**src/rtl/fifo_pkg.sv**
```systemverilog
// Definitions shared by the 8-bit synchronous FIFO, its write-side producer
// and the read-side consumer: data width, counter width and occupancy codes.
package fifo_pkg;

    localparam int DATA_W = 8;
    localparam int CNT_W  = 16;

    typedef enum logic [1:0] {
        OCC_EMPTY = 2'd0,
        OCC_ONE   = 2'd1,
        OCC_FULL  = 2'd2
    } occ_e;

    // Number of words represented by an occupancy code, widened for arithmetic.
    function automatic logic [2:0] occ_words(input occ_e occ);
        return {1'b0, occ};
    endfunction

endpackage

```
**src/rtl/fifo_reader_if.sv**
```systemverilog
// FIFO read port plus downstream valid/ready port of the FIFO reader.
// master = the reader itself, slave = FIFO and sink side.
interface fifo_reader_if #(
    parameter int DATA_W = fifo_pkg::DATA_W
);
    logic              fifo_empty;
    logic [DATA_W-1:0] fifo_data;
    logic              rd_en;
    logic [DATA_W-1:0] data_out;
    logic              data_valid;
    logic              data_ready;

    modport master (
        input  fifo_empty,
        input  fifo_data,
        input  data_ready,
        output rd_en,
        output data_out,
        output data_valid
    );

    modport slave (
        output fifo_empty,
        output fifo_data,
        output data_ready,
        input  rd_en,
        input  data_out,
        input  data_valid
    );
endinterface

```
**src/rtl/fifo_rd_skid.sv**
```systemverilog
// Two-entry register buffer with push/pop/flush; head word is always in r_head,
// the second word (when FULL) in r_tail, so the head never moves while stalled.
module fifo_rd_skid
    import fifo_pkg::*;
#(
    parameter int W = fifo_pkg::DATA_W
) (
    input  logic         clk,
    input  logic         rst,
    input  logic         i_push,
    input  logic         i_pop,
    input  logic         i_flush,
    input  logic [W-1:0] i_data,
    output occ_e         o_occ,
    output logic [W-1:0] o_head,
    output logic         o_valid
);

    occ_e         r_occ;
    logic [W-1:0] r_head;
    logic [W-1:0] r_tail;

    always_ff @(posedge clk) begin
        if (!rst) begin
            r_occ  <= OCC_EMPTY;
            r_head <= '0;
            r_tail <= '0;
        end else if (i_flush) begin
            r_occ <= OCC_EMPTY;
        end else begin
            case (r_occ)
                OCC_EMPTY: begin
                    if (i_push) begin
                        r_head <= i_data;
                        r_occ  <= OCC_ONE;
                    end
                end
                OCC_ONE: begin
                    if (i_push && i_pop) begin
                        r_head <= i_data;
                    end else if (i_push) begin
                        r_tail <= i_data;
                        r_occ  <= OCC_FULL;
                    end else if (i_pop) begin
                        r_occ <= OCC_EMPTY;
                    end
                end
                OCC_FULL: begin
                    // A push while FULL can only coincide with a pop (rd_en throttling).
                    if (i_pop) begin
                        r_head <= r_tail;
                        if (i_push) begin
                            r_tail <= i_data;
                        end else begin
                            r_occ <= OCC_ONE;
                        end
                    end
                end
                default: r_occ <= OCC_EMPTY;
            endcase
        end
    end

    assign o_occ   = r_occ;
    assign o_head  = r_head;
    assign o_valid = (r_occ != OCC_EMPTY);

endmodule

```
**src/rtl/fifo_reader.sv**
```systemverilog
// Read-side consumer of the synchronous FIFO: issues rd_en, absorbs the 1-cycle
// read latency through an in-flight flag, and counts delivered words.
module fifo_reader #(
    parameter int DATA_W = fifo_pkg::DATA_W,
    parameter int CNT_W  = fifo_pkg::CNT_W
) (
    input  logic             clk,
    input  logic             rst,
    input  logic             flush,
    output logic [CNT_W-1:0] rd_count,
    fifo_reader_if.master    bus
);
    import fifo_pkg::*;

    logic              r_inflight;
    logic [CNT_W-1:0]  r_rd_count;

    occ_e              w_occ;
    logic [DATA_W-1:0] w_head;
    logic              w_valid;
    logic              w_pop;
    logic              w_rd_en;
    logic [2:0]        w_need;
    logic [2:0]        w_limit;

    assign w_pop = w_valid && bus.data_ready;

    // occ + inflight - pop <= 1, rearranged to stay unsigned.
    assign w_need  = occ_words(w_occ) + {2'b00, r_inflight};
    assign w_limit = 3'd1 + {2'b00, w_pop};
    assign w_rd_en = rst && !flush && !bus.fifo_empty && (w_need <= w_limit);

    fifo_rd_skid #(
        .W (DATA_W)
    ) u_skid (
        .clk     (clk),
        .rst     (rst),
        .i_push  (r_inflight),
        .i_pop   (w_pop),
        .i_flush (flush),
        .i_data  (bus.fifo_data),
        .o_occ   (w_occ),
        .o_head  (w_head),
        .o_valid (w_valid)
    );

    // rd_en is forced low during flush, so inflight clears and the word it
    // would have tagged is never pushed.
    always_ff @(posedge clk) begin
        if (!rst) begin
            r_inflight <= 1'b0;
            r_rd_count <= '0;
        end else begin
            r_inflight <= w_rd_en;
            if (w_pop) begin
                r_rd_count <= r_rd_count + CNT_W'(1);
            end
        end
    end

    assign bus.rd_en      = w_rd_en;
    assign bus.data_out   = w_head;
    assign bus.data_valid = w_valid;
    assign rd_count       = r_rd_count;

endmodule

```
**src/flat_wrapper.sv**
```systemverilog
// flat-port wrapper written by rule: the top's interface ports become plain ports
module fifo_reader_flat import fifo_pkg::*;
#(
    parameter int DATA_W = fifo_pkg::DATA_W,
    parameter int CNT_W  = fifo_pkg::CNT_W
)
  (clk, rst, flush, rd_count, bus_fifo_empty, bus_fifo_data, bus_data_ready, bus_rd_en, bus_data_out, bus_data_valid);
  fifo_reader_if #(.DATA_W(DATA_W)) bus_i ();
  input  logic clk;
  input  logic rst;
  input  logic flush;
  output logic [CNT_W-1:0] rd_count;
  input wire logic [$bits(bus_i.fifo_empty)-1:0] bus_fifo_empty;
  input wire logic [$bits(bus_i.fifo_data)-1:0] bus_fifo_data;
  input wire logic [$bits(bus_i.data_ready)-1:0] bus_data_ready;
  output wire logic [$bits(bus_i.rd_en)-1:0] bus_rd_en;
  output wire logic [$bits(bus_i.data_out)-1:0] bus_data_out;
  output wire logic [$bits(bus_i.data_valid)-1:0] bus_data_valid;
  assign bus_i.fifo_empty = bus_fifo_empty;
  assign bus_i.fifo_data = bus_fifo_data;
  assign bus_i.data_ready = bus_data_ready;
  assign bus_rd_en = bus_i.rd_en;
  assign bus_data_out = bus_i.data_out;
  assign bus_data_valid = bus_i.data_valid;
  fifo_reader #(.DATA_W(DATA_W), .CNT_W(CNT_W)) u_core (.clk(clk), .rst(rst), .flush(flush), .rd_count(rd_count), .bus(bus_i));
endmodule
```
**config.mk**
```make
export PLATFORM = sky130hd
export DESIGN_NAME = fifo_reader_flat
export DESIGN_NICKNAME = d
export VERILOG_FILES = /design/src/rtl/fifo_pkg.sv /design/src/rtl/fifo_reader_if.sv /design/src/rtl/fifo_rd_skid.sv /design/src/rtl/fifo_reader.sv /design/src/flat_wrapper.sv
export SDC_FILE = /design/constraint.sdc
export NUM_CORES = 1
export LEC_CHECK = 0
export ABC_AREA = 1
export ABC_CLOCK_PERIOD_IN_PS = 4200
export BUFFER_PORTS_ARGS = -buffer_cell sky130_fd_sc_hd__buf_2
export CAP_MARGIN = 20
export CORE_MARGIN = 2
export CORE_UTILIZATION = 50
export CTS_CLUSTER_DIAMETER = 200
export DETAILED_ROUTE_END_ITERATION = 7
export GPL_TIMING_DRIVEN = 1
export HOLD_SLACK_MARGIN = 0.12
export PLACE_DENSITY = 0.81
export REMOVE_ABC_BUFFERS = 1
export SLEW_MARGIN = 30
export SYNTH_ARGS = -nofsm -noshare
export SYNTH_HDL_FRONTEND = slang
export SYNTH_HIERARCHICAL = 1
export SYNTH_SLANG_ARGS = --single-unit
```
**constraint.sdc**
```tcl
create_clock -name clk -period 4.2 [get_ports clk]
set_input_delay 0.21 -clock clk [delete_from_list [all_inputs] [get_ports clk]]
set_output_delay 0.21 -clock clk [all_outputs]
set_load 0.02 [all_outputs]
```
==> metrics, run 1 <==
status completed; H-tree depth 2; PortBufs 38; CTS buffer count 5; antenna violations before repair 0; crit start category flop; R2R depth 8; Initial Utilization 0.521; largest net degree at the start of global routing 29; Final Hold Viols 0; Yosys top cell area share 0.365; register area share after synthesis 0.365; share of flip-flops with an asynchronous set or reset 0; grt total ovfl 0; Slew headroom 0.690; initial detailed-routing violation count roughly 120; setup tns final 0 ns; Max stage delay on crit path approximately 0.48 ns; clk_lat worst skew 0.28 ns; most common cell in the netlist nor2_1; worst hold path type in -> reg; Reg-to-Reg Start u_core/u_skid/o_occ[0]$_SDFFE_PP0P_; crit-path max FO 9; Final Max Tran Viols 0; CTS hold repair buffers 0; worst-path cell chain inv_1 > ha_1 > inv_1 > nand2_2 > inv_1 > fa_1 > o31ai_1 > a21oi_1 > buf_2; mapped cell area 1920 um^2; number of synthesized flops with an enable pin 0; GRT Resource Usage Total 0.199; fin crit share 0.668; dominant cell type by area after synthesis dfxtp_1; Pint 0.497 mW; Die Area roughly 4400 um^2; Net Sw Power between 0.15 and 0.2 mW; die width 66.0 um; I/O pin cnt 39; worst path required time 3.99 ns; Post-Syn Instances 274; mean routed wirelength per cell around 10 um; placed cell count 356; Warnings, synthesis 6; worst vdd ir 171 uV; Top Metal Used met4; Setup CP Type reg -> out; Core ar. 3690 um^2; post-synthesis register bit count 35; Max clock buf depth 2; cell mode on critical path inv_1; DP Wirelength 2860 um; Sinks on Clock Net 35; # fillers between 300 and 400; met3 wire length around 180 um; Final ANT Viol Nets 0; Routability Congestion roughly 0.87; RR Endpoint u_core/r_inflight$_SDFF_PN0_; vias in the first global route 1667; share of layout cells above drive strength 1 0.203; # setup viols final 0; leading cell types by count after synthesis nor2_1, nand2_1, dfxtp_1, inv_1, o21ai_0; crit path capture bus_rd_en; Crit path depth 9; Rows 22; fin cells about 360; Lkg Pwr 1.03 nW; final layout net count 339; WL final 3810 um; Max Freq about 360 MHz; combinational share of power 0.156; Met1 Wirelength between 1500 and 2000 um; vias roughly 1800; post-CTS setup buffers 0; design area 2230 um^2; Die H 66.0 um; Mapped Avg Cell Area 7.01 um^2; Pre-antenna DRT Iters 4; r2r setup slk 1.93 ns; vias per cell slightly below 5; Area after DPL 2140 um^2; post-cts resize count 0; Top FF cell, synth dfxtp_1; TritonCTS clock tree done; Fin Clk Skew 0.00312 ns; maxcap violations 0; post-synth cell types 28; DR WL met2 1950 um; synthesis-to-finish area growth 15.8%; Slowest cell on crit path fa_1; crit path time final 2.81 ns; Worst Path Buf+Inv 4; RSZ-0062 raised after global routing no; hold slack final 0.179 ns; first-pass GRT wire length 6840 um; Largest delay share family, worst path adder cells; CP Launch Point u_core/u_skid/o_occ[0]$_SDFFE_PP0P_; clock slew at reported path FFs 0.07 ns; Clock power frac 0.333; Diodes inserted 0; worst slew pin tran around 0.47 ns; Worst EP arrival around 2.6 ns; synth top area cells dfxtp_1, nor2_1, nand2_1; drc violations 0; crit end category output pin; sw frac 0.280; CTS root buffer clkbuf_8; power per cell area between 300 and 400 nW/um^2; sequential power share 0.511
area by class of cell:
class / count / area, um^2 / area share
repair buffers: 38 / 190 / 0.0854
clock buffers: 6 / 72.6 / 0.0326
well taps: 48 / 60.1 / 0.0270
multi-input cells: 206 / 1080 / 0.486
clock inverters: 2 / 12.5 / 0.00562
flip-flops and latches: 35 / 701 / 0.315
inverters: 29 / 109 / 0.0489
layout by cell type, fill, tap and decap left out:
cell,instances
clkinvlp_4,1
inv_2,1
nand4_1,3
nand3b_2,1
dfxtp_1,35
nor2_4,5
nor2_2,2
fa_1,1
a21oi_1,9
xor2_1,3
o21a_1,1
clkinv_2,1
o21ai_0,12
buf_2,38
nor3_1,10
clkbuf_1,1
nor2b_1,1
inv_1,28
o21ai_1,1
nand3_1,10
nand3_2,2
nand2_1,57
nand2_2,7
nor3_2,1
ha_1,10
o31ai_1,1
clkbuf_8,5
nor2_1,60
a21boi_0,8
and2_1,1
metal layers:
metal,up-vias,track usage
met3,4,0.0375
met5,-,0
li1,946,-
met4,0,0.0663
met2,36,0.370
met1,803,0.225
tightest hold or removal path: cells and delay by family:
| kind | cells | cell delay, ns |
|---|---|---|
| simple gates | 2 | 0.12 |
| buf+inv | 1 | 0.09 |
power by group through the flow:
stage / clock (mW) / sequential, mW / combinational, mW
floorplan: 0 / 0.371 / 0.0633
global placement: 0 / 0.360 / 0.106
detailed placement: 0 / 0.361 / 0.108
CTS: 0.238 / 0.353 / 0.109
global route: 0.257 / 0.354 / 0.123
finish: 0.230 / 0.353 / 0.108
sequential cells by signal, summed over array words and instances (netlist names):
signal and cells:
u_core/r_inflight 1, u_core/u_skid/r_tail 8, u_core/u_skid/o_head 8, u_core/u_skid/o_occ 2, u_core/rd_count 16
stage by stage:
stage          setup WS [ns]  utilization  power [mW]
3_3_place_gp            1.77        0.580       0.466
2_1_floorplan           1.75            -       0.434
5_1_grt                 1.12        0.603       0.734
6_report                1.39        0.603       0.690
4_1_cts                 1.37        0.603       0.700
3_5_place_dp            1.71        0.580       0.468
cells by family after synthesis:
| family | after synthesis | synth area share |
|---|---|---|
| AND/OR/NAND/NOR | 160 | 0.377 |
| flip-flops | 35 | 0.365 |
| buffers and inverters | 33 | 0.0729 |
| AO/OA/AOI/OAI | 32 | 0.0964 |
| adder cells (fa/ha/maj) | 11 | 0.0755 |
| XOR/XNOR | 3 | 0.0137 |
worst min-delay path by stage:
stage                      from                                    to  slack, ns  cells after the start
2_1_floorplan               rst      u_core/rd_count[12]$_SDFFE_PN0P_       0.33                      2
3_3_place_gp   bus_fifo_data[2]  u_core/u_skid/r_tail[2]$_SDFFE_PN0P_       0.46                      3
3_5_place_dp   bus_fifo_data[3]  u_core/u_skid/r_tail[3]$_SDFFE_PN0P_       0.46                      3
4_1_cts        bus_fifo_data[3]  u_core/u_skid/r_tail[3]$_SDFFE_PN0P_       0.17                      3
5_1_grt        bus_fifo_data[0]  u_core/u_skid/r_tail[0]$_SDFFE_PN0P_       0.18                      3
6_report       bus_fifo_data[3]  u_core/u_skid/r_tail[3]$_SDFFE_PN0P_       0.18                      3
No activity file was read; power rests on OpenSTA's default activity.
==> inputs of run 2 (changes only) <==
- ABC_CLOCK_PERIOD_IN_PS: 4200 -> 2900
- clock period: 4.2 -> 2.9 ns (I/O delays scaled with it)
==> metrics, run 2 (synthesis results as in run 1) <==
status completed (unchanged); Sinks on Clock Net 35 (unchanged); Area after DPL 2140 um^2 (unchanged); vias per cell 4.95 (was 4.91); I/O pin cnt 39 (unchanged); cell mode on critical path inv_1 (unchanged); first-pass GRT wire length 7000 um (was 6840 um); Routability Congestion 0.867 (was 0.866); R2R depth 13 (was 8); clock slew at reported path FFs 0.07 ns (about the same); Fin Clk Skew 0.00780 ns (was 0.00312 ns); Max clock buf depth 2 (unchanged); design area 2300 um^2 (was 2230 um^2); worst hold path type in -> reg (unchanged); Pre-antenna DRT Iters 6 (was 4); Final Max Tran Viols 0 (unchanged); CTS buffer count 5 (unchanged); sw frac 0.289 (was 0.280); Worst EP arrival 2.49 ns (was 2.60 ns); Initial Utilization 0.521 (unchanged); final layout net count 347 (was 339); GRT Resource Usage Total 0.205 (was 0.199); initial detailed-routing violation count 124 (was 121); RSZ-0062 raised after global routing no (unchanged); setup tns final 0 ns (unchanged); # setup viols final 0 (unchanged); worst vdd ir 293 uV (was 171 uV); worst-path cell chain inv_1 > ha_1 > inv_1 > nand2_2 > clkinvlp_4 > fa_1 > o31ai_1 > a21oi_1 > buf_2 (was inv_1 > ha_1 > inv_1 > nand2_2 > inv_1 > fa_1 > o31ai_1 > a21oi_1 > buf_2); worst slew pin tran 0.464 ns (was 0.465 ns); mean routed wirelength per cell 10.6 um (was 10.5 um); Final ANT Viol Nets 0 (unchanged); Max Freq 379 MHz; Die H 66.0 um (unchanged); Pint 0.727 mW (was 0.497 mW); crit end category output pin (unchanged); antenna violations before repair 0 (unchanged); maxcap violations 0 (unchanged); vias in the first global route 1704 (was 1667); WL final 3950 um (was 3810 um); drc violations 0 (unchanged); sequential power share 0.499 (was 0.511); # fillers 345 (was 356); crit start category flop (unchanged); most frequent cells in the layout nor2_1, nand2_1, buf_2 (unchanged); Core ar. 3690 um^2 (unchanged); Diodes inserted 0 (unchanged); commonest non-fill, non-tap cell in the layout nor2_1 (unchanged); DP Wirelength 2830 um (was 2860 um); crit-path max FO 9 (unchanged); Rows 22 (unchanged); CTS root buffer clkbuf_8 (unchanged); fin crit share 0.910; r2r setup slk 0.72 ns (was 1.93 ns); Clock power frac 0.340 (was 0.333); Die Area 4360 um^2 (unchanged); synthesis-to-finish area growth 19.9% (was 15.8%); grt total ovfl 0 (unchanged); PortBufs 38 (unchanged); largest net degree at the start of global routing 29 (unchanged); Hold Crit Depth 4 (was 3); Hold EP u_core/r_inflight$_SDFF_PN0_ (was u_core/u_skid/r_tail[3]$_SDFFE_PN0P_); clk_lat worst skew 0.29 ns (was 0.28 ns); H-tree depth 2 (unchanged); Slowest cell on crit path fa_1 (unchanged); Max stage delay on crit path 0.49 ns (was 0.48 ns); TritonCTS clock tree done (unchanged); power per cell area 444 nW/um^2 (was 310 nW/um^2); max reg flops 16 (unchanged); vias 1840 (was 1789); Final Hold Viols 0 (unchanged); hold_sp bus_fifo_empty (was bus_fifo_data[3]); Reg-to-Reg Start u_core/u_skid/o_occ[1]$_SDFFE_PP0P_ (was u_core/u_skid/o_occ[0]$_SDFFE_PP0P_); Slew headroom 0.691 (was 0.690); combinational share of power 0.161 (was 0.156); die width 66.0 um (unchanged); crit path time final 2.64 ns; RR Endpoint u_core/u_skid/o_head[3]$_SDFFE_PN0P_ (was u_core/r_inflight$_SDFF_PN0_); share of layout cells above drive strength 1 0.207 (was 0.203); Lkg Pwr 1.06 nW (was 1.03 nW); worst path required time 2.76 ns (was 3.99 ns); Setup CP Type reg -> out (unchanged); FF+latch area 701 um^2 (unchanged); Net Sw Power 0.296 mW (was 0.193 mW); Multi-input gate area 1080 um^2 (unchanged)
==> run 2: cell types whose count changed in the layout (fill, tap and decap cells not counted) <==
cell	change
inv_1	-1
buf_4	+2
clkinvlp_4	+1
dlygate4sd3_1	+6
==> run 2: per-layer routing <==
layer | GRT usage | share of wire
met1 | 0.234 | 0.46
met2 | 0.374 | 0.50
met3 | 0.0477 | 0.032
met4 | 0.0663 | 0.013
met5 | 0 | 0
==> run 2: stage by stage <==
stage / power [mW] / util / setup WS [ns] / hold slack [ns] / std cells
final: 1.02 / 0.625 / 0.262 / 0.119 / 372
after global placement: 0.676 / 0.580 / 0.531 / 0.394 / 356
after floorplan: 0.628 / - / 0.520 / 0.265 / 270
after detailed placement: 0.677 / 0.580 / 0.480 / 0.397 / 356
after CTS: 1.03 / 0.620 / 0.157 / 0.123 / 370
after global routing: 1.08 / 0.625 / 0.0573 / 0.138 / 372
==> run 2: worst max-delay path by stage <==
stage,from,endpoint,slack (ns),depth (start not counted)
floorplan,u_core/u_skid/o_occ[1]$_SDFFE_PP0P_,bus_rd_en,0.52,9
finish,u_core/u_skid/o_occ[0]$_SDFFE_PP0P_,bus_rd_en,0.26,9
detailed placement,u_core/u_skid/o_occ[1]$_SDFFE_PP0P_,bus_rd_en,0.48,9
global route,u_core/u_skid/o_occ[0]$_SDFFE_PP0P_,bus_rd_en,0.06,9
global placement,u_core/u_skid/o_occ[1]$_SDFFE_PP0P_,bus_rd_en,0.53,9
CTS,u_core/u_skid/o_occ[1]$_SDFFE_PP0P_,bus_rd_en,0.16,9
==> run 2: final cells by class <==
class                   instances  area share
clock inverters                 2     0.00543
clock buffers                   6      0.0315
well taps                      48      0.0261
flip-flops and latches         35       0.304
multi-input cells             206       0.469
inverters                      29      0.0489
repair buffers                 46       0.115
==> run 2: worst max-delay path: cells and delay by family (launching register included) <==
kind            cells  cell delay (ns)
flops               1             0.36
simple gates        1             0.20
buf+inv             4             0.54
compound gates      2             0.40
fa+ha+maj           2             0.70
==> run 2: power groups by stage <==
stage | sequential [mW] | combinational, mW | clock, mW
after floorplan | 0.537 | 0.0917 | 0
after global placement | 0.521 | 0.154 | 0
after detailed placement | 0.522 | 0.155 | 0
after CTS | 0.511 | 0.162 | 0.353
after global routing | 0.513 | 0.187 | 0.377
final | 0.511 | 0.165 | 0.348
==> run 2: what timing repair did <==
| item | in CTS | in global routing |
|---|---|---|
| setup endpoints to repair | 0 | 1 |
| hold buffers | 6 | 0 |
| gates resized for setup | 0 | 1 |
| endpoints found under the hold margin | 6 | 0 |
| buffers inserted | 0 | 2 |
==> inputs of run 3 (changes only) <==
- ABC_AREA: 1 -> not set
==> metrics, run 3 <==
status completed (unchanged); setup tns final 0 ns (unchanged); # setup viols final 0 (unchanged); WL final 3620 um (was 3950 um); share of flip-flops with an asynchronous set or reset 0 (unchanged); die width 63.8 um (was 66.0 um); vias per cell 5.33 (was 4.95); # fillers 286 (was 345); RR Endpoint u_core/rd_count[15]$_SDFFE_PN0P_ (was u_core/u_skid/o_head[3]$_SDFFE_PN0P_); grt total ovfl 0 (unchanged); Mapped Avg Cell Area 9.57 um^2 (was 7.01 um^2); largest net degree at the start of global routing 22 (was 29); number of synthesized flops with an enable pin 0 (unchanged); xor-xnor portion of the synthesized cell area 0.0489 (was 0.0137); synthesis-to-finish area growth 23.0% (was 19.9%); power per cell area 387 nW/um^2 (was 444 nW/um^2); Reg-to-Reg Start u_core/u_skid/o_occ[0]$_SDFFE_PP0P_ (was u_core/u_skid/o_occ[1]$_SDFFE_PP0P_); Post-Syn Instances 187 (was 274); Top FF cell, synth dfxtp_1 (unchanged); RSZ-0062 raised after global routing no (unchanged); maxcap violations 0 (unchanged); crit-path max FO 7 (was 9); share of layout cells above drive strength 1 0.247 (was 0.207); CP Launch Point u_core/u_skid/o_occ[0]$_SDFFE_PP0P_ (unchanged); mean routed wirelength per cell 12.7 um (was 10.6 um); clk_lat worst skew 0.33 ns (was 0.29 ns); Setup CP Type reg -> out (unchanged); Max stage delay on crit path 0.44 ns (was 0.49 ns); Initial Utilization 0.528 (was 0.521); most frequent cells in the layout buf_2, dfxtp_1, mux2i_1 (was nor2_1, nand2_1, buf_2); leading cell types by count after synthesis dfxtp_1, mux2i_1, nor2_1, inv_1, nand2_1 (was nor2_1, nand2_1, dfxtp_1, inv_1, o21ai_0); Routability Congestion 0.731 (was 0.867); antenna violations before repair 0 (unchanged); crit end category output pin (unchanged); Max Freq 371 MHz (was 379 MHz); Diodes inserted 0 (unchanged); adder-cell area share of the yosys netlist 0.0811 (was 0.0755); PortBufs 38 (unchanged); GRT Resource Usage Total 0.195 (was 0.205); post-synthesis register bit count 35 (unchanged); drc violations 0 (unchanged); compound-cell area share of the yosys netlist 0.143 (was 0.0964); Die Area 4080 um^2 (was 4360 um^2); vias in the first global route 1433 (was 1704); Core ar. 3390 um^2 (was 3690 um^2); Slew headroom 0.604 (was 0.691); TritonCTS clock tree done (unchanged); crit path capture bus_rd_en (unchanged); largest family of logic cells by synthesized area simple AND/OR/NAND/NOR gates (unchanged); crit start category flop (unchanged); initial detailed-routing violation count 66 (was 124); Final ANT Viol Nets 0 (unchanged); final layout net count 263 (was 347); placed cell count 268 (was 356); worst vdd ir 235 uV (was 293 uV); Rows 21 (was 22); worst-path cell chain inv_1 > ha_1 > inv_2 > nand2_2 > inv_4 > fa_1 > o31a_1 > a21oi_1 > nor4b_2 > buf_2 (was inv_1 > ha_1 > inv_1 > nand2_2 > clkinvlp_4 > fa_1 > o31ai_1 > a21oi_1 > buf_2); first-pass GRT wire length 6200 um (was 7000 um); dominant cell type by area after synthesis dfxtp_1 (unchanged); Yosys top cell area share 0.391 (was 0.365); final core utilization 0.650 (was 0.625); worst hold path type in -> reg (unchanged); Fin Clk Skew 0.00931 ns (was 0.00780 ns); synth top area cells dfxtp_1, mux2i_1, ha_1 (was dfxtp_1, nor2_1, nand2_1); mux contribution to synthesized area 0.106 (was 0); fin crit share 0.929 (was 0.910); clock slew at reported path FFs 0.10 ns (was 0.07 ns); worst slew pin tran 0.594 ns (was 0.464 ns); commonest non-fill, non-tap cell in the layout buf_2 (was nor2_1); I/O pin cnt 39 (unchanged); Worst EP arrival 2.55 ns (was 2.49 ns); Warnings, synthesis 6 (unchanged); register area share after synthesis 0.391 (was 0.365); Final Hold Viols 0 (unchanged); Sinks on Clock Net 35 (unchanged); crit path time final 2.69 ns (was 2.64 ns); H-tree depth 2 (unchanged); Final Max Tran Viols 0 (unchanged); Die H 63.8 um (was 66.0 um); R2R depth 7 (was 13); most common cell in the netlist dfxtp_1 (was nor2_1); r2r setup slk 0.71 ns (was 0.72 ns); vias 1518 (was 1840); fin cells 285 (was 372); Lkg Pwr 0.904 nW (was 1.06 nW); CTS buffer count 5 (unchanged); Max clock buf depth 2 (unchanged); Hold Crit Depth 3 (was 4); worst path required time 2.76 ns (about the same); max reg flops 16 (unchanged); Pre-antenna DRT Iters 4 (was 6); Design Power 0.852 mW (was 1.02 mW); post-synth cell types 39 (was 28); mapped cell area 1790 um^2 (was 1920 um^2); Slowest cell on crit path fa_1 (unchanged); DP Wirelength 2550 um (was 2830 um); post-synthesis simple-gate area fraction 0.191 (was 0.377); CTS root buffer clkbuf_4 (was clkbuf_8)
-- run 3: layout make-up --
class,instances,area [um^2],area share
Multi-Input combinational cell,135,1030,0.467
Clock buffer,6,51.3,0.0233
Sequential cell,35,703,0.319
Tap cell,46,57.6,0.0261
Timing Repair Buffer,51,313,0.142
Inverter,11,43.8,0.0199
Clock inverter,1,5.00,0.00227
-- run 3: worst min path at each step --
stage | start | end
6_report | rst | u_core/rd_count[14]$_SDFFE_PN0P_
3_5_place_dp | bus_fifo_empty | u_core/r_inflight$_SDFF_PN0_
3_3_place_gp | bus_fifo_empty | u_core/r_inflight$_SDFF_PN0_
4_1_cts | rst | u_core/rd_count[14]$_SDFFE_PN0P_
5_1_grt | rst | u_core/rd_count[8]$_SDFFE_PN0P_
2_1_floorplan | flush | u_core/r_inflight$_SDFF_PN0_
-- run 3: metrics by stage --
step	instance area, um^2	hold slack [ns]	worst slack, ns
after floorplan	1760	0.222	0.0280
after detailed placement	2030	0.334	0.233
after global routing	2200	0.205	0.0137
after global placement	2030	0.326	0.307
final	2200	0.207	0.205
after CTS	2190	0.204	0.0129
-- run 3: per-layer routing --
layer	vias up	routed length [um]	global-route usage	share of wire
li1	771	-	-	-
met5	-	0	0	0
met1	704	1650	0.219	0.45
met4	0	60	0.0815	0.017
met2	36	1770	0.344	0.49
met3	7	150	0.0546	0.041
-- run 3: cell families after synthesis --
kind of cell	after synthesis
DFF	35
and+or+nand+nor	62
muxes	19
buffers and inverters	17
AOI/OAI and AO/OA	33
xor gates and xnor gates	10
adders and majority gates	11
-- run 3: power by group --
part	internal [mW]	switching [mW]	leakage (nW)	total, mW
registers	0.489	0.00559	0.284	0.494
clock network	0.112	0.150	0.0341	0.262
logic	0.0416	0.0536	0.586	0.0953
total	0.642	0.209	0.904	0.852
-- run 3: critical path: cells and delay by family (launching register included) --
family	cells	cell delay [ns]
and+or+nand+nor	2	0.19
DFF	1	0.37
buffers and inverters	4	0.51
AOI/OAI and AO/OA	2	0.47
adders and majority gates	2	0.69
-- run 3: timing repair --
item                                    4_1_cts  5_1_grt
pin swaps                                     0        0
gates resized for setup                       3        4
endpoints found under the setup margin        1        1
buffers inserted                              0        0
hold buffers                                 10        0
endpoints found under the hold margin         9        0
